--- src/rtl/pipe_hazard_ctrl.sv ---
// pipe_hazard_ctrl: hazard/sequencing controller for the F/D/E/M/W pipeline.
//   Emits per-stage stall (hold) and flush (bubble) enables for load-use,
//   CSR read-after-write, branch redirect, data-memory wait (with optional
//   timeout -> bus error trap) and trap flush.
// Ports:
//   clk_i, rstn_i                 clock, async active-low reset
//   rs1D_i/rs2D_i/uses_rs*D_i     D-stage source operands
//   csr_readD_i                   D reads a CSR
//   rdE_i, is_loadE_i             E-stage destination / load flag
//   csr_writeE_i, csr_writeM_i    pending CSR writes in E/M
//   branch_takenE_i               E redirects fetch
//   mem_reqM_i, mem_ack_i         M data-memory handshake
//   trapM_i                       trap committed at M
//   stall*_o, flush*_o            stage hold / bubble enables (combinational)
//   redirect_o, bus_err_o, mem_abort_o  single-cycle pulses
//   stall_cnt_o                   wrapping count of cycles with stallD_o=1
module pipe_hazard_ctrl #(
  parameter int unsigned MEM_TIMEOUT = 255,
  parameter int unsigned CNT_W       = 32
) (
  input  logic             clk_i,
  input  logic             rstn_i,
  input  logic [4:0]       rs1D_i,
  input  logic [4:0]       rs2D_i,
  input  logic             uses_rs1D_i,
  input  logic             uses_rs2D_i,
  input  logic             csr_readD_i,
  input  logic [4:0]       rdE_i,
  input  logic             is_loadE_i,
  input  logic             csr_writeE_i,
  input  logic             csr_writeM_i,
  input  logic             branch_takenE_i,
  input  logic             mem_reqM_i,
  input  logic             mem_ack_i,
  input  logic             trapM_i,
  output logic             stallF_o,
  output logic             stallD_o,
  output logic             stallE_o,
  output logic             stallM_o,
  output logic             stallW_o,
  output logic             flushD_o,
  output logic             flushE_o,
  output logic             flushM_o,
  output logic             flushW_o,
  output logic             redirect_o,
  output logic             bus_err_o,
  output logic             mem_abort_o,
  output logic [CNT_W-1:0] stall_cnt_o
);

  // Counter only needs to reach MEM_TIMEOUT-1, where it saturates.
  localparam int unsigned   TW      = (MEM_TIMEOUT > 1) ? $clog2(MEM_TIMEOUT) : 1;
  localparam logic [TW-1:0] TO_LAST = (MEM_TIMEOUT == 0) ? '0 : TW'(MEM_TIMEOUT - 1);
  localparam bit            TO_EN   = (MEM_TIMEOUT != 0);

  typedef enum logic [1:0] {RUN, MEM_WAIT, TRAP} state_e;

  state_e            state_q, state_d;
  logic [TW-1:0]     tcnt_q, tcnt_d;
  logic [CNT_W-1:0]  cnt_q;

  logic in_wait, in_trap, mem_miss, tmo_hit, load_use, csr_raw;

  assign in_wait  = (state_q == MEM_WAIT);
  assign in_trap  = (state_q == TRAP);
  assign mem_miss = (state_q == RUN) && mem_reqM_i && !mem_ack_i;
  // An ack in the very cycle the limit is reached still wins over the timeout.
  assign tmo_hit  = TO_EN && in_wait && (tcnt_q == TO_LAST) && !mem_ack_i;
  assign csr_raw  = csr_readD_i && (csr_writeE_i || csr_writeM_i);
  assign load_use = is_loadE_i && (rdE_i != 5'd0) &&
                    ((uses_rs1D_i && (rs1D_i == rdE_i)) ||
                     (uses_rs2D_i && (rs2D_i == rdE_i)));

  // Output priority: trap flush > memory hold > CSR/load-use stall > branch.
  always_comb begin
    stallF_o    = 1'b0;
    stallD_o    = 1'b0;
    stallE_o    = 1'b0;
    stallM_o    = 1'b0;
    stallW_o    = 1'b0;
    flushD_o    = 1'b0;
    flushE_o    = 1'b0;
    flushM_o    = 1'b0;
    flushW_o    = 1'b0;
    redirect_o  = 1'b0;
    bus_err_o   = 1'b0;
    mem_abort_o = 1'b0;
    if (!rstn_i) begin
      // everything quiet while reset is held
    end else if (in_trap || trapM_i) begin
      flushD_o    = 1'b1;
      flushE_o    = 1'b1;
      flushM_o    = 1'b1;
      flushW_o    = 1'b1;
      redirect_o  = in_trap;
      mem_abort_o = in_wait && trapM_i;
    end else if (in_wait || mem_miss) begin
      // M holds the access; W gets a bubble so the retiring op is not repeated.
      stallF_o  = 1'b1;
      stallD_o  = 1'b1;
      stallE_o  = 1'b1;
      stallM_o  = 1'b1;
      flushW_o  = 1'b1;
      bus_err_o = tmo_hit;
    end else if (csr_raw || load_use) begin
      stallF_o = 1'b1;
      stallD_o = 1'b1;
      flushE_o = 1'b1;
    end else if (branch_takenE_i) begin
      flushD_o = 1'b1;
      flushE_o = 1'b1;
    end
  end

  always_comb begin
    state_d = state_q;
    tcnt_d  = '0;
    unique case (state_q)
      RUN: begin
        if (trapM_i)       state_d = TRAP;
        else if (mem_miss) state_d = MEM_WAIT;
      end
      MEM_WAIT: begin
        if (trapM_i)        state_d = TRAP;
        else if (mem_ack_i) state_d = RUN;
        else if (tmo_hit)   state_d = TRAP;
        else if (TO_EN && (tcnt_q != TO_LAST)) tcnt_d = tcnt_q + TW'(1);
        else                tcnt_d = tcnt_q;
      end
      TRAP:    state_d = RUN;
      default: state_d = RUN;
    endcase
  end

  always_ff @(posedge clk_i or negedge rstn_i) begin
    if (!rstn_i) begin
      state_q <= RUN;
      tcnt_q  <= '0;
      cnt_q   <= '0;
    end else begin
      state_q <= state_d;
      tcnt_q  <= tcnt_d;
      if (stallD_o) cnt_q <= cnt_q + CNT_W'(1);
    end
  end

  assign stall_cnt_o = cnt_q;

endmodule

--- config.mk ---
export PLATFORM = sky130hd
export DESIGN_NAME = pipe_hazard_ctrl
export DESIGN_NICKNAME = d
export VERILOG_FILES = /design/src/rtl/pipe_hazard_ctrl.sv
export SDC_FILE = /design/constraint.sdc
export NUM_CORES = 1
export LEC_CHECK = 0
export CAP_MARGIN = 20
export CORE_MARGIN = 2
export CORE_UTILIZATION = 40
export DETAILED_ROUTE_END_ITERATION = 10
export GPL_TIMING_DRIVEN = 1
export MAX_ROUTING_LAYER = met4
export PLACE_DENSITY_LB_ADDON = 0.3
export SLEW_MARGIN = 20
export SYNTH_ARGS = -nofsm -noshare
export SYNTH_HDL_FRONTEND = slang
export SYNTH_SLANG_ARGS = --single-unit
--- constraint.sdc ---
create_clock -name clk_i -period 2.1 [get_ports clk_i]
set_input_delay 0.315 -clock clk_i [delete_from_list [all_inputs] [get_ports clk_i]]
set_output_delay 0.315 -clock clk_i [all_outputs]
set_load 0.005 [all_outputs]
Yosys cells after proc, flatten, opt, wreduce, memory -nomap -nowiden --
Cells that the tools add are included. W data, S select, Z words.
Storage, ports and cells: bits of input ports 27, register bits 42
Cells by class: add/sub/neg operators 2, mux-type cells 38, reduce and logical (&&, ||, !) cells 19, equal/unequal tests 9
Operators by type and width (number):
- $mux W8 | 5
- $add A32 B1 Y32 const B | 1
- $mux W1 | 27
- $eq A5 B5 Y1 | 2
- $logic_and A1 B1 Y1 | 10
- $mux W2 | 5
- $add A8 B1 Y8 const B | 1
- $eq A8 B8 Y1 const B | 1
- $ne A8 B8 Y1 const B | 1
- $logic_or A1 B1 Y1 | 5
- $ne A5 B3 Y1 const B | 1
- $reduce_bool A5 Y1 | 1
- $ne A4 B3 Y1 const B | 1
- $pmux W2 S2 | 1
- $ne A3 B3 Y1 const B | 1
- $eq A2 B1 Y1 const B | 1
- $eq A2 B2 Y1 const B | 1
- $logic_not A2 Y1 | 1
- $reduce_and A2 Y1 | 1
- $logic_not A1 Y1 | 1

Depth between registers and ports, before layout --
Gate-level depths: netlist of the first run.
word-level depth 9, depth in mapped cells 7, gate-level depth less buffers 6

Worst setup path after synthesis of the first run --
Ideal clock, no wire load.
kind in2out, start input port rdE_i[1], end output port stallF_o, buffers on the path 1, stages 6, setup slack 0.373 ns, arrival 1.412 ns, cell sequence or4_1 -> o21ai_1 -> inv_1 -> a21oi_4 -> nor2_2 -> buf_4
On the way: cells in the longest elaborated chain, start to end 9, elaborated cells on any way between the ends 13, those cells by class eq/ne: 2; mux: 4; reduce/logical: 7
RTL lines:
- start: declaration | RTL line 28 | input logic [4:0] rdE_i,
- $eq A5 B5 Y1, on equally long branches | RTL line 71, 72
- $logic_and A1 B1 Y1, on equally long branches | RTL line 71, 72
- $logic_or A1 B1 Y1 | RTL line 71 | ((uses_rs1D_i && (rs1D_i == rdE_i)) ||
- $logic_and A1 B1 Y1 * | RTL line 70 | assign load_use = is_loadE_i && (rdE_i != 5'd0) &&
- $logic_or A1 B1 Y1 * | RTL line 105 | end else if (csr_raw || load_use) begin
- $mux W1 * (4 in series)
- end: declaration | RTL line 36 | output logic stallF_o,
Every way passes the cells marked *; elsewhere a longest branch is shown, timed or not.

Worst setup path after layout of the first run --
start input port rs2D_i[2], end output port flushD_o
On the way: cells in the longest elaborated chain, start to end 9
RTL lines:
- start: declaration | RTL line 24 | input logic [4:0] rs2D_i,
- $eq A5 B5 Y1 | RTL line 72 | (uses_rs2D_i && (rs2D_i == rdE_i)));
- $logic_and A1 B1 Y1 | RTL line 72
- $logic_or A1 B1 Y1 | RTL line 71
- $logic_and A1 B1 Y1 | RTL line 70
- $logic_or A1 B1 Y1 | RTL line 105
- $mux W1 | RTL line 105
- $mux W1 | RTL line 97 | end else if (in_wait || mem_miss) begin
- $mux W1 | RTL line 90 | end else if (in_trap || trapM_i) begin
- $mux W1 | RTL line 88 | if (!rstn_i) begin
- end: declaration | RTL line 41 | output logic flushD_o,
No other way between the ends.

==> results.json, run 1 <==
{
  "status": "finished clean",
  "async_reset_ff_share_pct": 100.0,
  "clk_path_buf_depth": 2,
  "hp-class": "in2async",
  "post-dp-hpwl_mm": 4.099,
  "dp_cells": 378,
  "grt_pass1_vias": 2014,
  "yosysUniqueCellTypes": 37,
  "grt_pass1_wl_mm": 9.342,
  "swShare_pct": 28.38,
  "startpoint_type": "input pin",
  "ys_warn_count": 0,
  "antennaDiodeCount": 0,
  "power_switching_w": 0.0006024,
  "ys_ff_latch": 42,
  "ys.flop_type": "dfrtp_1",
  "hold_violations": 0,
  "worstSkewPairLatency_ns": 0.29,
  "r2r_cells": 6,
  "grtUsageTotal_pct": 19.08,
  "start_util_pct": 42.15,
  "r2r-start": "stall_cnt_o[2]$_DFFE_PN0P_",
  "drive_above_1_share_pct": 17.65,
  "worstPathRequired_ns": 1.78,
  "final_cells": 395,
  "yosys.cell_count.top_type": "dfrtp_1",
  "yosys.area.top_type_share_pct": 44.47,
  "maxSlewViolCount": 0,
  "cts_tree": "built",
  "dieArea_um2": 6540,
  "area_delta_synth_final_pct": 42.83,
  "clock_sinks": 42,
  "p_per_area_nw_per_um2": 628.7,
  "avgViaCountPerCell": 5.200,
  "cellLeakagePower_nw": 1.543,
  "via_count": 2054,
  "p_int_w": 0.001520,
  "grt_max_degree": 39,
  "path_clk_slew_ns": 0.08,
  "maxCapViolations": 0,
  "pwr-share-comb_pct": 24.0,
  "drtPass1Iterations": 4,
  "root_buffer": "clkbuf_8",
  "io_buffers": 69,
  "fp.dieH_um": 80.87,
  "cp_max_fo": 2,
  "syn_area_um2": 2364,
  "period_minus_slack_ns": 2.053,
  "gr-total-overflow": 0,
  "syn_inst": 234,
  "arrival_ns": 1.74,
  "r2r_slack_ns": 0.26,
  "cts_buffers": 5,
  "seqPwrFrac_pct": 45.7,
  "min_period_over_period_pct": 97.76,
  "synth_common_cells": "dfrtp_1 (42), xor2_1 (33), nand4_1 (16), nor2_1 (16)",
  "fin_hold_ws_ns": 0.3974,
  "clkPwrFrac_pct": 30.3,
  "wl_per_cell_um": 14.61,
  "end_kind": "output pin",
  "drt_iter0_drc": 97,
  "syn_avg_cell_area_um2": 10.10,
  "yosys.area.top_type": "dfrtp_1",
  "ir_drop_mv": 0.6091,
  "final_antenna_net_count": 0,
  "netlist_top_cells_area": "dfrtp_1 (44%), xor2_1 (12%), xnor2_1 (5.2%)",
  "cts.htree.levels": 2,
  "final-setup-viol-count": 0,
  "synth_edf_count": 0,
  "nNetsFinal": 352,
  "rsz0062_at_grt": "yes",
  "antenna_found_initial": 0,
  "skew_ns": 0.004914,
  "rows": 27,
  "critical_path_class": "in2out",
  "route.detailed.drc": 0,
  "seq_area_frac_synth_pct": 44.47,
  "synth_nets": 264,
  "io_pins": 71,
  "gp_congestion": 0.8393,
  "coreArea_um2": 5608,
  "die_w_um": 80.87,
  "fmax_mhz": 487.1,
  "drt_wl_total_mm": 5.771,
  "worstReg2RegEnd": "stall_cnt_o[23]$_DFFE_PN0P_"
}
-- registers in the layout, summed over array words and instances (netlist names) --
register / count
tcnt_q: 8
state_q: 2
stall_cnt_o: 32
-- critical path, stage by stage --
cell,delay [ns]
clkdlybuf4s50_1,0.47
xnor2_1,0.12
nand2_1,0.10
o22ai_4,0.15
nand2_2,0.10
buf_6,0.12
buf_4,0.12
nand4_1,0.06
a21boi_1,0.07
buf_2,0.12
-- worst max path at each step --
stage,start,end,slack [ns]
after floorplan,rdE_i[1],stallF_o,0.37
after global placement,rdE_i[1],flushD_o,-0.52
after detailed placement,rdE_i[1],flushD_o,-0.55
after CTS,rs1D_i[3],flushD_o,-0.07
after global routing,rs1D_i[4],flushD_o,-0.04
final,rs2D_i[2],flushD_o,0.05
-- power groups by stage --
stage	clock network, W	registers (W)	logic [W]
floorplan	0	0.000974	0.000201
global placement	0	0.000982	0.000499
detailed placement	0	0.000984	0.000505
CTS	0.000653	0.000971	0.000503
global route	0.000699	0.000984	0.000550
finish	0.000643	0.000970	0.000509
-- area by class of cell --
class / count / area (um2)
fillers: 506 / 2232
multi-input cells: 173 / 1240
flip-flops and latches: 42 / 1051
repair buffers: 93 / 858.3
well taps: 72 / 90.09
clock buffers: 6 / 72.57
clock inverters: 2 / 37.54
inverters: 7 / 26.28
-- timing repair --
action,CTS,global route
gates resized for setup,33,23
hold buffers,1,0
pin swaps,10,15
hold endpoints to repair,4,0
setup endpoints to repair,37,8
setup buffers,5,3
-- layer usage --
layer | part of all wire (%) | GRT usage, %
met1 | 45 | 24.38
met2 | 49 | 30.08
met3 | 3.8 | 3.111
met4 | 2.2 | 8.136
met5 | 0 | -
-- cell families (layout without fill, tap and decap cells) --
family / after synthesis / after routing / synth area share (%)
AND/OR/NAND/NOR: 112 / 112 / 28.27
XOR/XNOR: 47 / 47 / 17.42
flip-flops: 42 / 42 / 44.47
buffers and inverters: 19 / 108 / 4.447
AO/OA/AOI/OAI: 9 / 9 / 3.176
adder cells (fa/ha/maj): 3 / 3 / 1.588
other: 1 / 1 / 0.1587
multiplexers: 1 / 1 / 0.4764
-- placed cells by master (no fill, tap or decap), types with 7 or more instances in the layout --
master | synthesis | routed
inv_1 | 7 | 7
nor4_1 | 13 | 13
nor2_1 | 16 | 16
dlymetal6s2s_1 | 0 | 7
xnor2_1 | 14 | 13
clkdlybuf4s50_1 | 0 | 46
buf_4 | 5 | 20
dfrtp_1 | 42 | 42
xor2_1 | 33 | 33
nor3_1 | 13 | 13
nand4_1 | 16 | 16
nand3_1 | 13 | 13
nand2_1 | 14 | 12
and3_1 | 7 | 7
-- stage by stage --
step	total power (W)	TNS [ns]	cell area, um2	utilization (%)	setup slack (ns)
after floorplan	0.001175	0	2364	-	0.3734
after global placement	0.001481	-12.59	3173	56.58	-0.5156
after detailed placement	0.001488	-13.22	3173	56.58	-0.5493
after CTS	0.002127	-0.07129	3316	59.13	-0.07129
after global routing	0.002233	-0.04189	3376	60.20	-0.04189
final	0.002122	0	3376	60.20	0.04699
Power figures use the tool's default switching activity.
==> inputs of run 2 (changes only) <==
Settings changed: CORE_UTILIZATION 40 to 38, TNS_END_PERCENT set to 20.
==> run 2 against run 1 <==
Compared with the run above: first-iteration DRC count grew 4.1%; sequential share of layout area grew 0.27 points; clock power shrank 2%; via count is the same; die area grew 5.0%; final cell count grew 0.51%; hold slack lost 0.31 ns; global-route usage shrank 1.8 points; wire length shrank 3.8%; final area shrank 0.85%; critical path depth shrank 1; critical path type is now in2reg.
==> results.json, run 2 (synthesis results as in run 1) <==
{
  "wl_per_cell_um": 13.98,
  "path_buf_inv": 3,
  "fp.dieH_um": 82.87,
  "cellLeakagePower_nw": 1.468,
  "die_w_um": 82.87,
  "post-place-ws_ns": -0.5476,
  "worstPathCellList": "clkdlybuf4s50_1 > xnor2_1 > nand4_1 > o22ai_2 > buf_4 > a21oi_4 > buf_4 > nor4_1 > xor2_1",
  "grtUsageTotal_pct": 17.30,
  "min_period_over_period_pct": 95.33,
  "p_per_area_nw_per_um2": 633.5,
  "r2r_slack_ns": 0.22,
  "layout_setup_ws_ns": 0.09814,
  "maxCapViolations": 0,
  "antenna_found_initial": 0,
  "slowest_delay_ns": 0.47,
  "via_count": 2054,
  "cp_max_fo": 30,
  "arrival_ns": 2.23,
  "skew_ns": 0.007961,
  "coreArea_um2": 5956,
  "drt_iter0_drc": 101,
  "clk_path_buf_depth": 2,
  "drt_wl_total_mm": 5.550,
  "multi_input_area_um2": 1240,
  "end_kind": "register",
  "crit_top_cell": "buf_4",
  "io_pins": 71,
  "status": "finished clean",
  "regArea_um2": 1051,
  "fill_cells": 573,
  "rows": 28,
  "rsz0062_at_grt": "no",
  "cts.htree.levels": 2,
  "final-setup-viol-count": 0,
  "hp-class": "in2async",
  "final_antenna_net_count": 0,
  "avgViaCountPerCell": 5.174,
  "maxSlewViolCount": 0,
  "nNetsFinal": 351,
  "ir_drop_mv": 0.4837,
  "critical_path_class": "in2reg",
  "root_buffer": "clkbuf_8",
  "worstSkewPairLatency_ns": 0.30,
  "slowest_stage": "clkdlybuf4s50_1",
  "grt_pass1_wl_mm": 9.618,
  "gp_congestion": 0.8709,
  "io_buffers": 69,
  "grt_max_degree": 31,
  "clock_sinks": 42,
  "gr-total-overflow": 0,
  "period_minus_slack_ns": 2.002,
  "route.detailed.drc": 0,
  "largest_reg_flops": 32,
  "grt_pass1_vias": 2031,
  "cts_buffers": 5,
  "antennaDiodeCount": 0,
  "start_util_pct": 39.68,
  "fmax_mhz": 499.5,
  "post-dp-hpwl_mm": 4.138,
  "layout_common_cells": "clkdlybuf4s50_1 (55), dfrtp_1 (42), xor2_1 (33), buf_4 (20)",
  "area_delta_synth_final_pct": 41.61,
  "drtPass1Iterations": 4,
  "drive_above_1_share_pct": 17.39,
  "startpoint_type": "input pin",
  "path_clk_slew_ns": 0.08,
  "hold_violations": 0,
  "fin_util_pct": 56.20,
  "path_delay_family": "buffers and inverters",
  "worstPathRequired_ns": 2.33,
  "dieArea_um2": 6867,
  "cts_tree": "built",
  "layout_commonest_cell": "clkdlybuf4s50_1"
}
-- run 2: changes by cell type in the layout (fill, tap and decap cells not counted), moves of 2 or more --
cell / before / now
clkdlybuf4s50_1: 46 / 55
dlymetal6s2s_1: 7 / 1
nor4_1: 13 / 9
nor4_2: 3 / 7
buf_6: 4 / 2
dlygate4sd2_1: 6 / 4
-- run 2: worst paths after layout --
| path | start | to | cells after the start |
|---|---|---|---|
| worst max register to register | stall_cnt_o[3]$_DFFE_PN0P_ | stall_cnt_o[27]$_DFFE_PN0P_ | 5 |
| min in group clk_i | stall_cnt_o[31]$_DFFE_PN0P_ | stall_cnt_o[31]$_DFFE_PN0P_ | 1 |
| worst max-delay path | rs1D_i[4] | stall_cnt_o[31]$_DFFE_PN0P_ | 9 |
| worst min-delay path | rstn_i | tcnt_q[3]$_DFFE_PN0P_ | 2 |
| worst min register to register | stall_cnt_o[31]$_DFFE_PN0P_ | stall_cnt_o[31]$_DFFE_PN0P_ | 1 |
| max in group asynchronous | rstn_i | tcnt_q[0]$_DFFE_PN0P_ | 2 |
-- run 2: layout make-up --
cell class	count	area share, %
clock buffers	6	2.168
clock inverters	2	1.121
inverters	7	0.7850
multi-input cells	173	37.05
flip-flops and latches	42	31.40
well taps	75	2.804
repair buffers	92	24.67
-- run 2: through the flow --
step	TNS, ns	instances	instance area (um2)	total power (W)	hold WS [ns]
6_report	0	397	3347	0.002120	0.08625
5_1_grt	0	397	3347	0.002249	0.1115
4_1_cts	0	397	3331	0.002138	0.08993
3_5_place_dp	-13.48	383	3192	0.001505	0.1858
3_3_place_gp	-12.79	383	3192	0.001497	0.1840
2_1_floorplan	0	234	2364	0.001175	0.01941
-- run 2: metal layers --
layer	up-vias	track usage [%]	part of all wire, %
li1	1004	-	-
met1	993	22.64	47
met2	46	26.69	48
met3	11	2.684	3.3
met4	0	7.601	2.1
met5	-	-	0
-- run 2: what timing repair did --
action,in CTS,in global routing
endpoints found under the setup margin,38,16
cloned,0,0
endpoints found under the hold margin,4,0
hold buffers,1,0
buffers inserted,6,0
pin swaps,11,7
resized for setup,29,13
-- run 2: report_power, final --
part | switching [W] | internal [W]
Clock | 0.000275 | 0.000355
Combinational | 0.000235 | 0.000297
Sequential | 0.0000805 | 0.000879
Total | 0.000590 | 0.00153
==> inputs of run 3 (changes only) <==
Settings changed: ABC_CLOCK_PERIOD_IN_PS set to 2100.
==> results of run 3 <==
The final DEF is identical to that of run 2; final timing and power are the same.
